==> src/rtl/mod_counter.sv <==
// rtl/mod_counter.sv - modulo-N up/down counter with load, clear, wrap/saturate and terminal-count pulse
// Optional step prescaler compiled in with MOD_COUNTER_PRESCALER_EN.
module mod_counter #(
    parameter int WIDTH    = 8,
    parameter int MODULUS  = 256,
    parameter int PRESCALE = 1
) (
    input  logic             CLOCK_50,
    input  logic             Reset,
    input  logic             enable,
    input  logic             up_down,
    input  logic             saturate,
    input  logic             clear,
    input  logic             load,
    input  logic [WIDTH-1:0] load_value,
    output logic [WIDTH-1:0] count,
    output logic             tc
);

    localparam logic [WIDTH:0] END_UP = (WIDTH + 1)'(MODULUS - 1);
    localparam logic [WIDTH:0] ONE    = (WIDTH + 1)'(1);

    logic           step_ok;
    logic [WIDTH:0] cur;
    logic [WIDTH:0] end_val;
    logic [WIDTH:0] stepped;
    logic [WIDTH:0] load_ext;
    logic [WIDTH:0] load_clamped;
    logic           step_tc;
    logic           unused_msb;

`ifdef MOD_COUNTER_PRESCALER_EN
    localparam int              DIV_W   = (PRESCALE > 1) ? $clog2(PRESCALE) : 1;
    localparam logic [DIV_W-1:0] DIV_END = DIV_W'(PRESCALE - 1);

    logic [DIV_W-1:0] div;

    assign step_ok = enable && (div == DIV_END);

    // Divider only advances on enabled cycles and restarts whenever count is forced.
    always_ff @(posedge CLOCK_50) begin
        if (Reset || clear || load) begin
            div <= '0;
        end else if (enable) begin
            div <= step_ok ? '0 : div + DIV_W'(1);
        end
    end
`else
    assign step_ok = enable;
`endif

    always_comb begin
        cur          = {1'b0, count};
        load_ext     = {1'b0, load_value};
        load_clamped = (load_ext <= END_UP) ? load_ext : END_UP;
        end_val      = up_down ? END_UP : '0;
        stepped      = cur;
        step_tc      = 1'b0;
        if (cur == end_val) begin
            // At the end value: wrap pulses tc, saturate holds silently.
            if (!saturate) begin
                stepped = up_down ? '0 : END_UP;
                step_tc = 1'b1;
            end
        end else begin
            stepped = up_down ? cur + ONE : cur - ONE;
            step_tc = saturate && (stepped == end_val);
        end
    end

    assign unused_msb = stepped[WIDTH] ^ load_clamped[WIDTH];

    always_ff @(posedge CLOCK_50) begin
        if (Reset) begin
            count <= '0;
            tc    <= 1'b0;
        end else if (clear) begin
            count <= '0;
            tc    <= 1'b0;
        end else if (load) begin
            count <= load_clamped[WIDTH-1:0];
            tc    <= 1'b0;
        end else if (step_ok) begin
            count <= stepped[WIDTH-1:0];
            tc    <= step_tc;
        end else begin
            tc    <= 1'b0;
        end
    end

endmodule

==> config.mk <==
export PLATFORM = sky130hd
export DESIGN_NAME = mod_counter
export DESIGN_NICKNAME = d
export VERILOG_FILES = /design/src/rtl/mod_counter.sv
export SDC_FILE = /design/constraint.sdc
export NUM_CORES = 1
export LEC_CHECK = 0
export ABC_AREA = 1
export ABC_CLOCK_PERIOD_IN_PS = 1670
export BUFFER_PORTS_ARGS = -buffer_cell sky130_fd_sc_hd__buf_2
export CAP_MARGIN = 10
export CORE_AREA = 2 2 72 54
export CTS_CLUSTER_DIAMETER = 80
export DETAILED_ROUTE_END_ITERATION = 8
export DIE_AREA = 0 0 74 56
export PLACE_DENSITY_LB_ADDON = 0.15
export SYNTH_ARGS = -nofsm -noshare
export SYNTH_HDL_FRONTEND = slang
export SYNTH_SLANG_ARGS = --single-unit
==> constraint.sdc <==
create_clock -name CLOCK_50 -period 1.67 [get_ports CLOCK_50]
set_clock_uncertainty 0.2 [all_clocks]
set_input_delay 0.0835 -clock CLOCK_50 [delete_from_list [all_inputs] [get_ports CLOCK_50]]
set_output_delay 0.0835 -clock CLOCK_50 [all_outputs]
set_load 0.03 [all_outputs]
# Word level (Yosys, flattened, before mapping)
# Index checks and enable logic that the tools add are counted.
dict set report classes {
  addsub 2
  reduce_logical 5
  muxes 9
  eq_ne 3
  bitwise 1
}
# operator n
set ops {}
lappend ops {{8-bit 2-to-1 mux} 6}
lappend ops {{8-bit by 1-bit adder with 9-bit output, second input constant} 1}
lappend ops {{9-bit by 8-bit equality test with 1-bit output} 1}
lappend ops {{9-bit 2-to-1 mux} 1}
lappend ops {{8-bit by 1-bit subtractor with 9-bit output, second input constant} 1}
lappend ops {{8-bit equality test} 1}
lappend ops {{4-bit OR reduction} 1}
lappend ops {{3-bit != test, second input constant} 1}
lappend ops {{1-bit 2-to-1 mux} 2}
lappend ops {{2-bit AND reduction} 1}
lappend ops {{2-bit nonzero test} 1}
lappend ops {{2-bit OR reduction} 1}
lappend ops {{1-bit logical AND} 1}
lappend ops {{1-bit NOT} 1}
dict set report word_totals {
  reg_bits 9
  input_bits 15
  word_cells 22
  output_inout_bits 9
}

# Logic depth before layout (Yosys ltp)
dict set report depth {
  word_depth 5
  depth_mapped 14
  mapped_depth_nobuf 14
}

# Worst setup path before layout
# Ideal clock, no wire load.
dict set report synth_timing {
  kind {register to register}
  from {reg count[6]}
  to {reg count[1]}
  arrival_ns 1.700
  path_buffers 0
  path_stages_with_launch 12
  required_time_ns 1.353
  slack_ns -0.347
  path_cell_list {dfxtp_1 ha_1 nand2_1 clkinv_1 nand4_4 inv_4 nand2_1 nand2_1 nor2_1 nand2_1 o2111ai_1 inv_1}
}
dict set report synth_between {
  elab_chain_len 4
  word_cells_on_any_way 6
  cone_classes {eq/ne: 2; mux: 3; reduce/logical: 1}
}
# element line
set synth_lines {}
lappend synth_lines {{start, declared} 16} ;# output logic [WIDTH-1:0] count,
lappend synth_lines {{start signal, assigned} 81} ;# count <= load_clamped[WIDTH-1:0];
lappend synth_lines {{start signal, assigned} 84} ;# count <= stepped[WIDTH-1:0];
lappend synth_lines {{8-bit equality test *} 59} ;# if (cur == end_val) begin
lappend synth_lines {{8-bit 2-to-1 mux} 59}
lappend synth_lines {{8-bit 2-to-1 mux} 83} ;# end else if (step_ok) begin
lappend synth_lines {{8-bit 2-to-1 mux} 80} ;# end else if (load) begin
# Mark *: on every way between the ends. The rest lies on a longest branch, timed or not. The select of a mux whose other input is x is not followed.
# A chain may end at the register's enable or synchronous reset.

# Final worst setup path
dict set report layout_timing {
  from {reg count[1]}
  to {reg tc}
}
dict set report layout_between {
  elab_chain_len 5
  word_cells_on_any_way 7
  cone_classes {add/sub: 2; eq/ne: 2; mux: 2; reduce/logical: 1}
}
# element line
set layout_lines {}
lappend layout_lines {{8-bit by 1-bit subtractor with 9-bit output / 8-bit by 1-bit adder with 9-bit output (equally long branches)} 66} ;# stepped = up_down ? cur + ONE : cur - ONE;
lappend layout_lines {{9-bit 2-to-1 mux} 66}
lappend layout_lines {{9-bit by 8-bit equality test with 1-bit output} 67} ;# step_tc = saturate && (stepped == end_val);
lappend layout_lines {{1-bit logical AND} 67}
lappend layout_lines {{1-bit 2-to-1 mux *} 59}
lappend layout_lines {{end signal, assigned} 85} ;# tc <= step_tc;
lappend layout_lines {{end, declared} 17} ;# output logic tc
# Mark *: on every way between the ends. The rest lies on a longest branch, timed or not.

==> reports/metrics.yaml <==
dieArea_um2: 4140
drive_above_1_share_pct: 45.6
ir_worst_vdd_uv: 281
wl_per_cell_um: 11.4
syn_area_um2: 998
n_antenna_cell: 0
htreeDepth: 1
synthAdderAreaFrac_pct: 10.8
worstSkewPairLatency_ns: 0.23
core_area_um2: 3400
layout_common_cells: "nand2_1, buf_4, buf_2"
clock_power_share_pct: 27.2
crit_slowest_cell: "fa_2"
period_share_pct: 116
synthesis.nets: 191
p_int_uw: 590
grt_overflow: 0
drv_slew: 0
worst_slack_ns: -0.260
synth-edff-count: 0
via_per_inst: 4.45
vias: 1236
cts_root_buf: "clkbuf_8"
grt_pass1_wl_um: 5750
startpoint: "count[1]"
drc: 0
grt.total_usage_pct: 17.5
required_ns: 1.63
cp-start-kind: "register"
min-delay-start: "load"
rows: 18
clock_path_buffers: 2
seq_area_frac_synth_pct: 18.0
p_leak_nw: 0.860
worstMarginPinSlew_ns: 0.306
antenna_found_initial: 0
drtAntennaViolNets: 0
synth_seq_cells: 9
routabilityCongestion: 0.826
path_max_fanout: 3
async_flop_share_pct: 0
grt_max_degree: 13
tritoncts: "built"
cp-end-kind: "register"
crit_top_cell: "nand2_2"
synth_top_flop_cell: "dfxtp_1"
cap_violations: 0
hold_viol_final: 0
grt_pass1_vias: 1293
relSlewSlack_pct: 79.5
arrival_ns: 1.89
chipWidth_um: 74
routed_wl_um: 3180
syn_avg_cell_area_um2: 5.94
power.switching_uw: 358
drtPass1Iterations: 4
failed_checks: "setup timing"
io_buffers: 23
fin_nets: 252
min_period_ns: 1.93
areaGrowthSynthToFinish_pct: 72.2
finalSetupViolCount: 9
p_per_area_nw_per_um2: 551
synth_warnings: 0
cp_cell_sequence: "fa_2 -> nand2_2 -> nand2_4 -> nand3_4 -> nand2_4 -> nand2_2 -> nand2_2 -> nor2_1 -> nand3_1 -> nand2_1 -> nand3_1 -> a21oi_1"
r2r_start: "count[1]"
seqPwrFrac_pct: 25.1
fmax_mhz: 518
io_pins: 24
clock-sinks: 9
grt_setup_unrepaired: "true"
hold_slack_ns: 0.0188
critPathKind: "reg -> reg"
synthCells: 168
synth_top_family_by_area: "simple AND/OR/NAND/NOR gates"
final_common_cell: "nand2_1"
dieHeight_um: 56
synth.area.mux_share_pct: 0
ys_types: 26
start_util_pct: 29.4
synth_compound_area_share_pct: 15.2
status: "finished, violations left"
yosys.area_share.simple_pct: 43.9
ff_latch_area_um2: 210
cts_buffers: 3
clkTransAtPathRegs_ns: 0.05
first_iter_violations: 79
fillers: 359
fin_util_pct: 50.6
hold_path_class: "in -> reg"
switching_share_pct: 37.7
dpl.hpwl_um: 2700
slowest_delay_ns: 0.39
multi_input_area_um2: 902
synth_xor_area_share_pct: 0.877
comb_power_share_pct: 47.7
dp_worst_setup_slack_ns: -0.318
-- registers in the layout (all words and copies together), names as in the netlist --
name,flops
tc,1
count,8
-- power by group through the flow --
| stage | clock network, mW | logic, mW | registers (mW) |
|---|---|---|---|
| after floorplan | 0 | 0.225 | 0.262 |
| after CTS | 0.260 | 0.427 | 0.237 |
| after global placement | 0 | 0.390 | 0.241 |
| final | 0.258 | 0.452 | 0.238 |
| after global routing | 0.279 | 0.506 | 0.239 |
| after detailed placement | 0 | 0.391 | 0.241 |
-- layout make-up --
cell class | count | area share, %
Multi-Input combinational cell | 131 | 52.5
Clock buffer | 4 | 2.62
Tap cell | 50 | 3.64
Inverter | 28 | 6.91
Sequential cell | 9 | 12.2
Timing Repair Buffer | 56 | 22.1
-- cell usage after synthesis, types with 3 or more instances --
cell / instances / area [um^2]
nand3_1: 10 / 50.1
nor2_1: 18 / 67.6
a21oi_1: 9 / 45.0
inv_4: 3 / 18.8
o21ai_0: 10 / 50.1
o21ai_1: 4 / 20.0
dfxtp_1: 9 / 180
ha_1: 7 / 87.6
inv_1: 21 / 78.8
nand2_1: 57 / 214
-- layer usage --
| metal | track usage, % | vias to the layer above | share of wire (%) |
|---|---|---|---|
| met3 | 1.99 | 2 | 2.6 |
| met5 | 0 | - | 0 |
| met2 | 26.1 | 19 | 42 |
| li1 | - | 661 | - |
| met1 | 27.2 | 554 | 55 |
| met4 | 2.34 | 0 | 0.53 |
-- final timing paths --
| path | depth (start not counted) | end | slack [ns] |
|---|---|---|---|
| worst min-delay path | 4 | count[5] | 0.02 |
| worst max-delay path | 12 | tc | -0.26 |
| worst min register to register | 3 | count[3] | 0.44 |
| worst max register to register | 12 | tc | -0.26 |
-- worst max-delay path, delay by kind of cell (launching register included) --
kind	cells	cell delay, ns
AND/OR/NAND/NOR	10	0.79
flip-flops	1	0.36
adder cells (fa/ha/maj)	1	0.39
AO/OA/AOI/OAI	1	0.12
-- stage by stage --
step	area, um^2	cells	power (mW)	setup TNS (ns)
after floorplan	1140	168	0.488	-1.00
after CTS	1650	277	0.925	-1.52
after global placement	1480	263	0.631	-2.31
final	1720	278	0.947	-1.71
after detailed placement	1480	263	0.632	-2.29
after global routing	1720	278	1.02	-2.69
-- cell families (layout without fill, tap and decap cells) --
family                   Yosys count  after routing
XOR/XNOR                           1              1
buffers and inverters             28             88
adder cells (fa/ha/maj)            8              8
AO/OA/AOI/OAI                     27             27
flip-flops                         9              9
AND/OR/NAND/NOR                   95             95
-- what timing repair did --
item / in CTS / in global routing
pin swaps: 2 / 12
endpoints found under the setup margin: 9 / 9
setup buffers: 3 / 1
hold buffers: 7 / 0
hold endpoints to repair: 7 / 0
resized for setup: 11 / 19
Power figures use the tool's default switching activity.
